===== src/rtl/matrix_cursor_display.sv =====
// -----------------------------------------------------------------------------
// matrix_cursor_display
//
// Cursor register and two-digit seven-segment driver for the Buscaminas board.
// The cursor (fila, columna) moves one step per direction pulse with
// wrap-around at the board edges, or is loaded directly (saturated to the
// board size). Each coordinate is shown as one active-low hex digit. While
// parpadeo_en is set, both digits blink with a half-period of BLINK_DIV
// cycles. Any accepted movement restarts the blink so the cursor is visible
// straight away.
//
// Parameters
//   ROWS       number of board rows            (2..16)
//   COLS       number of board columns         (2..16)
//   BLINK_DIV  clock cycles per blink half-period (>= 2)
//
// Ports
//   clk            system clock, rising edge
//   rst            asynchronous active-high reset
//   arriba         single-cycle pulse, row - 1 (wraps to ROWS-1)
//   abajo          single-cycle pulse, row + 1 (wraps to 0)
//   izquierda      single-cycle pulse, column - 1 (wraps to COLS-1)
//   derecha        single-cycle pulse, column + 1 (wraps to 0)
//   cargar         load fila_in / columna_in (overrides direction pulses)
//   fila_in        row to load, saturated to ROWS-1
//   columna_in     column to load, saturated to COLS-1
//   parpadeo_en    enable blinking of both digits
//   fila           current cursor row (registered)
//   columna        current cursor column (registered)
//   salidaFila     row digit segments, active-low, bit6=g .. bit0=a
//   salidaColumna  column digit segments, same encoding
// -----------------------------------------------------------------------------
module matrix_cursor_display #(
  parameter int ROWS      = 8,
  parameter int COLS      = 8,
  parameter int BLINK_DIV = 25_000_000
) (
  input  logic                      clk,
  input  logic                      rst,
  input  logic                      arriba,
  input  logic                      abajo,
  input  logic                      izquierda,
  input  logic                      derecha,
  input  logic                      cargar,
  input  logic [3:0]                fila_in,
  input  logic [3:0]                columna_in,
  input  logic                      parpadeo_en,
  output logic [$clog2(ROWS)-1:0]   fila,
  output logic [$clog2(COLS)-1:0]   columna,
  output logic [6:0]                salidaFila,
  output logic [6:0]                salidaColumna
);

  localparam int RW    = $clog2(ROWS);
  localparam int CW    = $clog2(COLS);
  localparam int CNT_W = $clog2(BLINK_DIV);

  localparam logic [RW-1:0]    ROW_LAST    = RW'(ROWS - 1);
  localparam logic [CW-1:0]    COL_LAST    = CW'(COLS - 1);
  localparam logic [RW-1:0]    ROW_ONE     = RW'(1);
  localparam logic [CW-1:0]    COL_ONE     = CW'(1);
  // Load limits expressed at the width of the 4-bit load inputs.
  localparam logic [3:0]       ROW_LAST_IN = 4'(ROWS - 1);
  localparam logic [3:0]       COL_LAST_IN = 4'(COLS - 1);
  localparam logic [CNT_W-1:0] CNT_LAST    = CNT_W'(BLINK_DIV - 1);
  localparam logic [CNT_W-1:0] CNT_ONE     = CNT_W'(1);

  localparam logic [6:0] SEG_ZERO  = 7'b1000000;
  localparam logic [6:0] SEG_BLANK = 7'b1111111;

  // Active-low hex decode, bit6=g .. bit0=a.
  function automatic logic [6:0] hex_to_seg(input logic [3:0] value);
    logic [6:0] seg;
    unique case (value)
      4'h0: seg = 7'b1000000;
      4'h1: seg = 7'b1111001;
      4'h2: seg = 7'b0100100;
      4'h3: seg = 7'b0110000;
      4'h4: seg = 7'b0011001;
      4'h5: seg = 7'b0010010;
      4'h6: seg = 7'b0000010;
      4'h7: seg = 7'b1111000;
      4'h8: seg = 7'b0000000;
      4'h9: seg = 7'b0010000;
      4'hA: seg = 7'b0001000;
      4'hB: seg = 7'b0000011;
      4'hC: seg = 7'b1000110;
      4'hD: seg = 7'b0100001;
      4'hE: seg = 7'b0000110;
      default: seg = 7'b0001110;
    endcase
    return seg;
  endfunction

  // ---------------------------------------------------------------------------
  // Next cursor position
  // ---------------------------------------------------------------------------
  logic [RW-1:0] row_next;
  logic [CW-1:0] col_next;
  logic          move_event;

  always_comb begin
    // NOTE: every output of a combinational block gets a default first, so a
    // path that does not assign it cannot infer a latch.
    row_next = fila;
    col_next = columna;

    if (cargar) begin
      row_next = (fila_in > ROW_LAST_IN) ? ROW_LAST : fila_in[RW-1:0];
      col_next = (columna_in > COL_LAST_IN) ? COL_LAST : columna_in[CW-1:0];
    end else begin
      // Opposing pulses on the same axis cancel and leave it unchanged.
      if (arriba && !abajo) begin
        row_next = (fila == '0) ? ROW_LAST : fila - ROW_ONE;
      end else if (abajo && !arriba) begin
        row_next = (fila == ROW_LAST) ? '0 : fila + ROW_ONE;
      end

      if (izquierda && !derecha) begin
        col_next = (columna == '0) ? COL_LAST : columna - COL_ONE;
      end else if (derecha && !izquierda) begin
        col_next = (columna == COL_LAST) ? '0 : columna + COL_ONE;
      end
    end
  end

  // A load always counts as movement; a direction pulse counts only when it
  // actually changes a coordinate (cancelled pulses do not restart the blink).
  assign move_event = cargar || (row_next != fila) || (col_next != columna);

  // ---------------------------------------------------------------------------
  // Cursor registers
  // ---------------------------------------------------------------------------
  always_ff @(posedge clk or posedge rst) begin
    // NOTE: state registers use non-blocking assignments so every flop samples
    // the pre-edge values of the others, independent of block ordering.
    if (rst) begin
      fila    <= '0;
      columna <= '0;
    end else begin
      fila    <= row_next;
      columna <= col_next;
    end
  end

  // ---------------------------------------------------------------------------
  // Blink timebase
  // The counter free-runs 0..BLINK_DIV-1 and the phase flips on each wrap.
  // Movement restarts both so the new position is shown for a full half-period.
  // ---------------------------------------------------------------------------
  logic [CNT_W-1:0] blink_cnt;
  logic             blink_phase;

  always_ff @(posedge clk or posedge rst) begin
    if (rst) begin
      blink_cnt   <= '0;
      blink_phase <= 1'b0;
    end else if (move_event) begin
      blink_cnt   <= '0;
      blink_phase <= 1'b0;
    end else if (blink_cnt == CNT_LAST) begin
      blink_cnt   <= '0;
      blink_phase <= ~blink_phase;
    end else begin
      blink_cnt   <= blink_cnt + CNT_ONE;
    end
  end

  // ---------------------------------------------------------------------------
  // Segment output registers
  // Decoded from the registered cursor and phase, so the digits trail a move
  // or a phase change by exactly one edge and never glitch.
  // ---------------------------------------------------------------------------
  logic blank;
  assign blank = parpadeo_en && blink_phase;

  always_ff @(posedge clk or posedge rst) begin
    if (rst) begin
      salidaFila    <= SEG_ZERO;
      salidaColumna <= SEG_ZERO;
    end else if (blank) begin
      salidaFila    <= SEG_BLANK;
      salidaColumna <= SEG_BLANK;
    end else begin
      salidaFila    <= hex_to_seg(4'(fila));
      salidaColumna <= hex_to_seg(4'(columna));
    end
  end

endmodule


===== config.mk =====
export PLATFORM = sky130hd
export DESIGN_NAME = matrix_cursor_display
export DESIGN_NICKNAME = d
export VERILOG_FILES = /design/src/rtl/matrix_cursor_display.sv
export SDC_FILE = /design/constraint.sdc
export NUM_CORES = 1
export LEC_CHECK = 0
export BUFFER_PORTS_ARGS = -buffer_cell sky130_fd_sc_hd__clkbuf_2
export CORE_ASPECT_RATIO = 0.8
export CORE_MARGIN = 2
export CORE_UTILIZATION = 50
export CTS_CLUSTER_SIZE = 30
export DETAILED_ROUTE_END_ITERATION = 6
export PLACE_DENSITY_LB_ADDON = 0.2
export SYNTH_ARGS = -nofsm -noshare
export SYNTH_HDL_FRONTEND = slang
export SYNTH_SLANG_ARGS = --single-unit

===== constraint.sdc =====
create_clock -name clk -period 2.5 [get_ports clk]
set_input_delay 0.25 -clock clk [delete_from_list [all_inputs] [get_ports clk]]
set_output_delay 0.25 -clock clk [all_outputs]
set_load 0.01 [all_outputs]

-- Yosys cells after proc, flatten, opt, wreduce, memory -nomap -nowiden
Memory sizes are Yosys's and may differ from the RTL's.
Cells that the tools add are included.
- add/subtract/negate cells: 5
- multiply operators: 0
- div/mod/pow operators: 0
- order comparisons: 2
- eq/ne operators: 5
- shift-type cells: 0
- muxes and demuxes: 18
- bitwise gates (word level): 1
- reductions and logical operators: 14
- operators by type and width (operator ; count):
    $mux 25 ; 2
    $mux 3 ; 12
    $add 25x1->25 const B ; 1
    $eq 25x25->1 const B ; 1
    $mux 7 ; 2
    $gt 4x3->1 const B ; 2
    $add 3x1->3 const B ; 2
    $eq 3x3->1 const B ; 2
    $logic_not 3->1 ; 2
    $ne 3x3->1 ; 2
    $sub 3x1->3 const B ; 2
    $logic_and 1x1->1 ; 5
    $logic_not 1->1 ; 4
    $logic_or 1x1->1 ; 2
    $mux 1 ; 2
    $reduce_bool 2->1 ; 1
    $not 1->1 ; 1
- bits in registers: 46
- latch bits: 0
- RAM bits: 0
- bits in read-only memories: 112
- bits of input ports: 16
- output and inout port bits: 20
- word-level logic and storage cells: 53
- memories: 2
- memories (name ; depth ; width ; rd ports ; clocked after memory_dff ; write ports ; line ; source):
    (name not given) ; 8 ; 7 ; 1 ; 0 ; 0 ; 74 ; unique case (value)
    (name not given) ; 8 ; 7 ; 1 ; 0 ; 0 ; 74 ;

-- Logic depth before layout (Yosys ltp)
Gate-level depths: netlist (run 1).
- depth after elaboration: 9
- mapped depth: 8

-- Worst setup path before layout (run 1)
Ideal clock, no wire load.
- path type: flip-flop to flip-flop
- start point: reg columna[0]
- end point: reg blink_cnt[13]
- setup time: 0.096 ns
- data arrival time: 2.187 ns
- data required time: 2.404 ns
- setup slack: 0.218 ns
- cell stages (with the launch flop): 9
- path buffers: 1
- clock period less this slack: 2.282 ns
- path through: dfrtp_1 inv_1 ha_1 and3b_1 o311ai_1 o211a_1 o22ai_2 buf_6 nor4_2
- cells in the longest elaborated chain, start to end: 8
- RTL lines (item ; line ; source):
    start: declaration ; 49 ; output logic [$clog2(COLS)-1:0] columna,
    start signal: assignment ; 142 ; columna <= col_next;
    $add 3x1->3 / $eq 3x3->1 (equally long branches) ; 122 ; col_next = (columna == COL_LAST) ? '0 : columna + COL_ONE;
    $mux 3 ; 122 ;
    $mux 3 ; 121 ; end else if (derecha && !izquierda) begin
    $mux 3 ; 119 ; if (izquierda && !derecha) begin
    $mux 3 ; 108 ; if (cargar) begin
    $ne 3x3->1 (*) ; 129 ; assign move_event = cargar || (row_next != fila) || (col_next != columna);
    $logic_or 1x1->1 (*) ; 129 ;
    $mux 25 (*) ; 158 ; end else if (move_event) begin
    end signal: assignment ; 165 ; blink_cnt <= blink_cnt + CNT_ONE;
    end: declaration ; 151 ; logic [CNT_W-1:0] blink_cnt;
Every way passes the cells marked *; elsewhere a longest branch is shown, timed or not.
A chain may end at the register's enable or synchronous reset.

-- Final worst setup path (run 1)
- start point: reg fila[0]
- end point: reg blink_cnt[11]
- cells in the longest elaborated chain, start to end: 9
- RTL lines (item ; line ; source):
    start: declaration ; 48 ; output logic [$clog2(ROWS)-1:0] fila,
    start signal: assignment ; 141 ; fila <= row_next;
    $add 3x1->3 / $eq 3x3->1 (equally long branches) ; 116 ; row_next = (fila == ROW_LAST) ? '0 : fila + ROW_ONE;
    $mux 3 ; 116 ;
    $mux 3 ; 115 ; end else if (abajo && !arriba) begin
    $mux 3 ; 113 ; if (arriba && !abajo) begin
    $mux 3 ; 108 ;
    $ne 3x3->1 (*) ; 129 ;
    $logic_or 1x1->1 (*) (2 in series) ; 129 ;
    $mux 25 (*) ; 158 ;
Marked as above.

==> flow_summary.json, run 1 <==
{
  "grt_pass1_wl_um": 10200,
  "cts_root_buf": "clkbuf_8",
  "via_per_inst": 5.60,
  "seq_area_frac_synth": 0.420,
  "powerDensity_mw_per_mm2": 595,
  "worst-endpoint-arrival_ns": 2.52,
  "syn2layout_area_growth_pct": 15.4,
  "hold_class": "primary input to flop",
  "cp_max_fo": 15,
  "postCtsSetupRepairBufs": 0,
  "yosys-top-cells-area": "dfrtp_1 40%, ha_1 5.9%, xor2_1 5.1%, nor4_2 5.0%, nand2_1 3.8%",
  "cts_sinks": 46,
  "dieArea_mm2": 0.00611,
  "yosysTopAreaCell": "dfrtp_1",
  "yosysMostFrequentCell": "dfrtp_1",
  "finalPower_mw": 1.89,
  "yosysWarnings": 0,
  "synthArstFlopShare": 1.00,
  "syn_inst": 286,
  "die_x_um": 86.9,
  "synth_cell_types": 45,
  "relSlewSlack": 0.525,
  "cts_buffers": 5,
  "setup_tns_ns": 0,
  "grt_start_max_net_pins": 28,
  "worstPathRequired_ns": 2.71,
  "initialDrtViolationCount": 160,
  "rows": 24,
  "synth_edf_count": 0,
  "grt_util_all_layers": 0.212,
  "finClkSkew_ns": 0.00658,
  "synth_common_cells": "44 x dfrtp_1, 28 x nand2_1, 16 x nor2_1, 16 x xor2_1",
  "synth-main-ff-cell": "dfrtp_1",
  "diodes": 0,
  "dpl.hpwl_um": 4250,
  "setup_violations": 0,
  "layout-drive-gt1-share": 0.231,
  "cts_tree": "built",
  "critical_path.endpoint_type": "flop",
  "numPortBuffers": 35,
  "first_global_vias": 2084,
  "period_needed_ns": 2.31,
  "pin_count": 36,
  "wl_um": 5880,
  "status": "completed",
  "synth_seq_cells": 46,
  "vdd_drop_max_uv": 245,
  "critPathKind": "flop to flop",
  "antenna_found_initial": 0,
  "grt_overflow_total": 0,
  "drc_errors": 0,
  "gp_congestion": 0.875,
  "wire_per_inst_um": 14.9,
  "clock.fmax_mhz": 433,
  "maxCapViolations": 0,
  "worstSetupStartpointType": "flop",
  "clkTransAtPathRegs_ns": 0.09,
  "finalHoldViolCount": 0,
  "firstDrtPassIters": 4,
  "tightest_slew_ns": 0.708,
  "clk_latency_ns": 0.31,
  "clockBufferDepth": 2,
  "p_leak_nw": 1.36,
  "chipHeight_um": 70.3,
  "start_util": 0.511,
  "vias": 2205,
  "synth_top_area_frac": 0.401,
  "rsz0062_at_grt": "false",
  "nets": 357,
  "drv_slew": 0,
  "cts_htree_levels": 2,
  "syn_area_per_cell_um2": 9.61,
  "fin_crit_sh": 0.924,
  "final_antenna_net_count": 0,
  "syn-num-nets": 315,
  "core_mm2": 0.00538,
  "syn-cell-area_mm2": 0.00275
}
metrics by stage:
step | worst slack [ns] | hold WS, ns | cell area, um2 | std cells | util
floorplan | 0.218 | 0.382 | 2750 | 286 | -
global placement | 0.144 | 0.281 | 3030 | 385 | 0.564
detailed placement | 0.0381 | 0.285 | 3030 | 385 | 0.564
CTS | 0.0307 | 0.164 | 3150 | 394 | 0.586
global route | 0.00530 | 0.199 | 3170 | 394 | 0.590
finish | 0.190 | 0.170 | 3170 | 394 | 0.590
final timing paths:
kind	startpoint	end	cells after the start	slack, ns
min reg2reg	blink_cnt[0]	blink_cnt[0]	1	0.58
max reg2reg	fila[0]	blink_cnt[11]	7	0.19
max in group asynchronous	rst	blink_cnt[6]	4	1.26
max	fila[0]	blink_cnt[11]	7	0.19
min in group asynchronous	rst	salidaFila[2]	3	0.49
min	fila_in[2]	fila[2]	3	0.17
power by group:
group          internal [mW]  switching (mW)  total [mW]
clock network          0.300           0.268       0.568
logic                  0.193           0.292       0.485
registers              0.804          0.0322       0.836
logic make-up after synthesis:
family,after synthesis,synth area share
AND/OR/NAND/NOR,135,0.290
flip-flops,46,0.420
adder cells (fa/ha/maj),13,0.0592
XOR/XNOR,24,0.0765
buffers and inverters,24,0.0423
AO/OA/AOI/OAI,40,0.0974
multiplexers,4,0.0150
critical path, stage by stage, from the launching register on:
cell,delay (ns)
dfrtp_1,0.48
ha_1,0.26
ha_1,0.31
nand2b_1,0.11
o21ai_1,0.07
or4_1,0.47
buf_4,0.23
nor4_1,0.28
per-layer routing:
| layer | vias to the layer above | track usage | wire, um |
|---|---|---|---|
| li1 | 1105 | - | - |
| met1 | 1029 | 0.350 | 3190 |
| met2 | 62 | 0.266 | 2290 |
| met3 | 9 | 0.0437 | 308 |
| met4 | 0 | 0.0712 | 95 |
| met5 | - | 0 | 0 |
final cells by class:
type / instances / area [um2]
timing repair buffer: 47 / 280
clock buffer: 5 / 68.8
inverter: 12 / 45.0
fill: 470 / 2200
multi-input combinational: 216 / 1500
tap: 65 / 81.3
sequential: 46 / 1160
clock inverter: 3 / 43.8
cells in the final DEF, fill, tap and decap left out, drive strengths merged, types with 2 or more instances in the layout:
master	synthesis	layout
a21oi	7	7
a31oi	3	3
and4	3	3
buf	7	11
clkbuf	5	40
clkinv	0	2
dfrtp	44	44
dfstp	2	2
ha	13	13
inv	12	12
mux2i	3	3
nand2	28	28
nand2b	10	10
nand3	15	15
nand3b	5	5
nand4	8	8
nor2	16	16
nor2b	7	7
nor3	14	14
nor4	21	21
o211a	2	2
o211ai	2	2
o21ai	17	17
o311ai	2	2
or3b	2	2
or4	2	2
xnor2	8	8
xor2	16	16
sequential cells by signal, summed over array words and instances (netlist names):
register       cells
columna            3
salidaColumna      7
blink_phase        1
blink_cnt         25
salidaFila         7
fila               3
what timing repair did:
item / in CTS / in global routing
setup endpoints to repair: 0 / 26
hold buffers: 1 / 0
endpoints found under the hold margin: 17 / 0
resized for setup: 0 / 4
(Power assumes the default switching activity.)
==> run 2: changes to the inputs <==
- ABC_AREA: unset -> 0
- RECOVER_POWER: unset -> 50
- REMOVE_ABC_BUFFERS: unset -> 1
==> run 2 against run 1 <==
Effect of this change:
- the flow now finishes with violations (max-capacitance violations, max-slew violations)
- non-clock buffer count fell by 2
- design area is 1.5% lower
- highest routed layer unchanged
- hold slack improved by 0.0063 ns
- critical path depth grew 1
- clock power fell by 2%
==> flow_summary.json, run 2 (synthesis results as in run 1) <==
{
  "status": "finished, violations left",
  "violations": "max-capacitance violations, max-slew violations",
  "maxCapViolations": 1,
  "cts_resized": 0,
  "dpl.hpwl_um": 4090,
  "seqCellArea_mm2": 0.00116,
  "wire_per_inst_um": 15.1,
  "cts_root_buf": "clkbuf_8",
  "crit_path_cell_trace": "ha_1 > ha_1 > nand3b_1 > a21oi_1 > a2111oi_2 > nand2_1 > buf_4 > nor4_1",
  "worstPathRequired_ns": 2.70,
  "grt_start_max_net_pins": 47,
  "finalHoldViolCount": 0,
  "tightest_slew_ns": 1.71,
  "vias": 2244,
  "crit_top_cell": "ha_1",
  "p_leak_nw": 1.32,
  "powerDensity_mw_per_mm2": 594,
  "worst-endpoint-arrival_ns": 2.52,
  "rows": 24,
  "relSlewSlack": -0.139,
  "hold_class": "primary input to flop",
  "max_stage_delay_ns": 0.46,
  "clkTransAtPathRegs_ns": 0.09,
  "rr_startpoint": "columna[0]",
  "cts_sinks": 46,
  "grt_util_all_layers": 0.211,
  "postCtsSetupRepairBufs": 0,
  "numPortBuffers": 35,
  "grt_overflow_total": 0,
  "via_per_inst": 5.72,
  "core_mm2": 0.00538,
  "fin_hold_ws_ns": 0.176,
  "dieArea_mm2": 0.00611,
  "critical_path.endpoint_type": "flop",
  "period_needed_ns": 2.32,
  "cts_hold_buf": 0,
  "p_seq_frac": 0.448,
  "critPathKind": "flop to flop",
  "multi_input_comb_area_mm2": 0.00149,
  "setup_tns_ns": 0,
  "gp_congestion": 0.843,
  "critical_path.startpoint": "columna[0]",
  "crit_path_top_delay_cell": "dfrtp_2",
  "cp_max_fo": 15,
  "grt_pass1_wl_um": 10200,
  "switching_share": 0.309,
  "pre_cts_ws_ns": 0.100,
  "chipHeight_um": 70.3,
  "cts_tree": "built",
  "layout-drive-gt1-share": 0.193,
  "clock.fmax_mhz": 432,
  "largest_reg_flops": 25,
  "syn2layout_area_growth_pct": 13.7,
  "p_comb_frac": 0.253,
  "cts_htree_levels": 2,
  "finalPower_mw": 1.86,
  "firstDrtPassIters": 4,
  "cts_buffers": 5,
  "final_cell_mix": "42 x dfrtp_1, 28 x nand2_1, 25 x clkbuf_2",
  "r2r_cells": 8,
  "pin_count": 36,
  "fin_crit_sh": 0.926,
  "first_global_vias": 2217,
  "start_util": 0.511,
  "worst_slack_ns": 0.184,
  "wl_um": 5930,
  "p_int_mw": 1.28,
  "drc_errors": 0,
  "drv_slew": 47,
  "largest_registers": "blink_cnt: 25 flops, salidaColumna: 7 flops, salidaFila: 7 flops",
  "fill_cells": 488,
  "worstSetupStartpointType": "flop",
  "finClkSkew_ns": 0.00921,
  "final_antenna_net_count": 0,
  "antenna_found_initial": 0,
  "initialDrtViolationCount": 123,
  "min_from": "fila_in[0]",
  "final_core_util": 0.581,
  "nets": 355,
  "hold_depth": 3,
  "setup_violations": 0,
  "clk_latency_ns": 0.30,
  "die_x_um": 86.9,
  "switching_power_mw": 0.573,
  "clockPowerShare": 0.299,
  "vdd_drop_max_uv": 327,
  "final_common_cell": "dfrtp_1",
  "diodes": 0,
  "rsz0062_at_grt": "false",
  "clockBufferDepth": 2,
  "regMostFlops": "blink_cnt"
}
[run 2: changes by cell type in the layout (fill, tap and decap cells not counted), sizes merged]
| cell | change |
|---|---|
| clkbuf | +2 |
| clkinv | -2 |
| buf | -1 |
| dlygate4sd3 | -1 |
[run 2: area by class of cell]
class | count | area share
sequential | 46 | 0.370
clock buffer | 7 | 0.0244
clock inverter | 1 | 0.00961
multi-input combinational | 216 | 0.476
tap | 65 | 0.0260
inverter | 12 | 0.0144
timing repair buffer | 45 | 0.0801
[run 2: path summary, 6_finish.rpt]
kind / to / slack (ns)
worst max-delay path: blink_cnt[5] / 0.18
worst min-delay path: fila[0] / 0.18
worst max register to register: blink_cnt[5] / 0.18
worst min register to register: blink_cnt[15] / 0.58
max in group asynchronous: columna[1] / 0.94
min in group asynchronous: blink_cnt[9] / 0.45
[run 2: routing by layer]
metal  track usage  up-vias  part of all wire
li1              -     1107                 -
met1         0.297     1096              0.49
met4        0.0677        0             0.013
met5             0        -                 0
met2         0.327       32              0.47
met3        0.0402        9             0.027
[run 2: through the flow]
| step | instance area [um2] | cells |
|---|---|---|
| final | 3130 | 392 |
| after global routing | 3130 | 392 |
| after CTS | 3130 | 392 |
| after detailed placement | 3020 | 384 |
| after global placement | 3020 | 384 |
| after floorplan | 2680 | 274 |
[run 2: power by group through the flow]
stage          Clock, mW  Sequential (mW)  Combinational (mW)
2_1_floorplan          0            0.885               0.244
3_3_place_gp           0            0.846               0.469
3_5_place_dp           0            0.847               0.477
4_1_cts            0.565            0.832               0.480
5_1_grt            0.590            0.841               0.526
6_report           0.555            0.832               0.471
[run 2: worst max-delay path, delay by kind of cell (launching register included)]
| family | cells | cell delay (ns) |
|---|---|---|
| flip-flops | 1 | 0.46 |
| AO/OA/AOI/OAI | 2 | 0.50 |
| adder cells (fa/ha/maj) | 2 | 0.58 |
| buffers and inverters | 1 | 0.23 |
| AND/OR/NAND/NOR | 3 | 0.44 |
==> run 3: changes to the inputs <==
- RECOVER_POWER: 50 -> 100
==> run 3 against run 2 <==
Effect of this change:
- the run still ends with max-capacitance violations, max-slew violations left
- die area unchanged
- critical path depth unchanged
- worst setup slack improved by 0.0081 ns
- total power is 1.2% lower
- largest power group unchanged
==> flow_summary.json, run 3 (synthesis results as in run 1) <==
{
  "final_common_cell": "dfrtp_1",
  "gp_congestion": 0.843,
  "syn2layout_area_growth_pct": 11.5,
  "cts_tree": "built",
  "regMostFlops": "blink_cnt",
  "p_leak_nw": 1.29,
  "rsz0062_at_grt": "false",
  "drc_errors": 0,
  "final_antenna_net_count": 0,
  "finClkSkew_ns": 0.00585,
  "worst-endpoint-arrival_ns": 2.51,
  "core_mm2": 0.00538,
  "cts_root_buf": "clkbuf_8",
  "diodes": 0,
  "first_global_vias": 2217,
  "finalHoldViolCount": 0,
  "violations": "max-capacitance violations, max-slew violations",
  "final_core_util": 0.570,
  "fill_cells": 506,
  "reg2reg_slack_ns": 0.19,
  "wire_per_inst_um": 15.1,
  "vdd_drop_max_uv": 326,
  "final_cell_mix": "42 x dfrtp_1, 28 x nand2_1, 21 x clkbuf_1",
  "grt_start_max_net_pins": 47,
  "clk_latency_ns": 0.30,
  "nets": 355,
  "critPathKind": "flop to flop",
  "cts_buffers": 5,
  "grt_pass1_wl_um": 10200,
  "cp_max_fo": 15,
  "cts_resized": 0,
  "clockBufferDepth": 2,
  "relSlewSlack": -0.158,
  "grt_util_all_layers": 0.211,
  "fin_hold_ws_ns": 0.174,
  "status": "finished, violations left",
  "setup_violations": 0,
  "layout-drive-gt1-share": 0.144,
  "wl_um": 5940,
  "period_needed_ns": 2.31,
  "fin_crit_sh": 0.923,
  "antenna_found_initial": 0,
  "seqCellArea_mm2": 0.00116,
  "worstPathRequired_ns": 2.70,
  "clkTransAtPathRegs_ns": 0.09,
  "grt_overflow_total": 0,
  "postCtsSetupRepairBufs": 0,
  "powerDensity_mw_per_mm2": 599,
  "dpl.hpwl_um": 4090,
  "largest_reg_flops": 25,
  "worstSetupStartpointType": "flop",
  "multi_input_comb_area_mm2": 0.00144,
  "via_per_inst": 5.75,
  "pin_count": 36,
  "hold_class": "primary input to flop",
  "critical_path.endpoint_type": "flop",
  "cts_sinks": 46,
  "chipHeight_um": 70.3,
  "tightest_slew_ns": 1.74,
  "numPortBuffers": 35,
  "start_util": 0.511,
  "dieArea_mm2": 0.00611,
  "clock.fmax_mhz": 433,
  "rows": 24,
  "maxCapViolations": 1,
  "cts_htree_levels": 2,
  "drv_slew": 47,
  "initialDrtViolationCount": 128,
  "largest_registers": "blink_cnt: 25 flops, salidaColumna: 7 flops, salidaFila: 7 flops",
  "die_x_um": 86.9,
  "vias": 2253,
  "firstDrtPassIters": 4,
  "cts_hold_buf": 0
}
## run 3: cell types whose count changed in the layout (fill, tap and decap cells not counted)
cell,before,now
clkbuf_1,12,21
clkbuf_2,25,18
nor4_1,10,17
nor4_2,11,4
buf_4,9,7
## run 3: critical path, stage by stage, from the launching register on
cell       delay, ns
dfrtp_2         0.46
ha_1            0.26
ha_1            0.32
nand3b_1        0.10
a21oi_1         0.08
a2111oi_2       0.42
nand2_1         0.09
buf_4           0.22
nor4_1          0.26
## run 3: area by class of cell
class / instances / share of cell area
Clock inverter: 1 / 0.00980
Sequential cell: 46 / 0.377
Timing Repair Buffer: 45 / 0.0763
Multi-Input combinational cell: 216 / 0.471
Clock buffer: 7 / 0.0249
Inverter: 12 / 0.0147
Tap cell: 65 / 0.0265
## run 3: layer usage
layer	track usage	routed length (um)	part of all wire	vias to the layer above
met4	0.0677	78	0.013	0
li1	-	-	-	1106
met5	0	0	0	-
met3	0.0402	219	0.037	9
met1	0.297	2900	0.49	1095
met2	0.327	2730	0.46	43
## run 3: worst paths after layout
| kind | start | endpoint | depth (start not counted) |
|---|---|---|---|
| max in group asynchronous | rst | columna[1] | 2 |
| worst min register to register | blink_cnt[15] | blink_cnt[15] | 2 |
| min in group asynchronous | rst | blink_cnt[9] | 2 |
| worst max register to register | columna[0] | blink_cnt[5] | 8 |
| worst min-delay path | fila_in[0] | fila[0] | 3 |
| worst max-delay path | columna[0] | blink_cnt[5] | 8 |
## run 3: power by group
group | internal (mW) | leakage, nW | switching (mW)
Sequential | 0.804 | 0.596 | 0.0285
Clock | 0.300 | 0.0524 | 0.254
Combinational | 0.171 | 0.642 | 0.280
## run 3: per-stage QoR
| step | cell area (um2) | power, mW | TNS, ns | worst slack [ns] | std cells |
|---|---|---|---|---|---|
| 2_1_floorplan | 2680 | 1.13 | -2.57 | -0.118 | 274 |
| 4_1_cts | 3130 | 1.88 | 0 | 0.0757 | 392 |
| 3_5_place_dp | 3020 | 1.32 | 0 | 0.100 | 384 |
| 5_1_grt | 3070 | 1.94 | 0 | 0.0256 | 392 |
| 3_3_place_gp | 3020 | 1.32 | 0 | 0.210 | 384 |
| 6_report | 3070 | 1.84 | 0 | 0.192 | 392 |
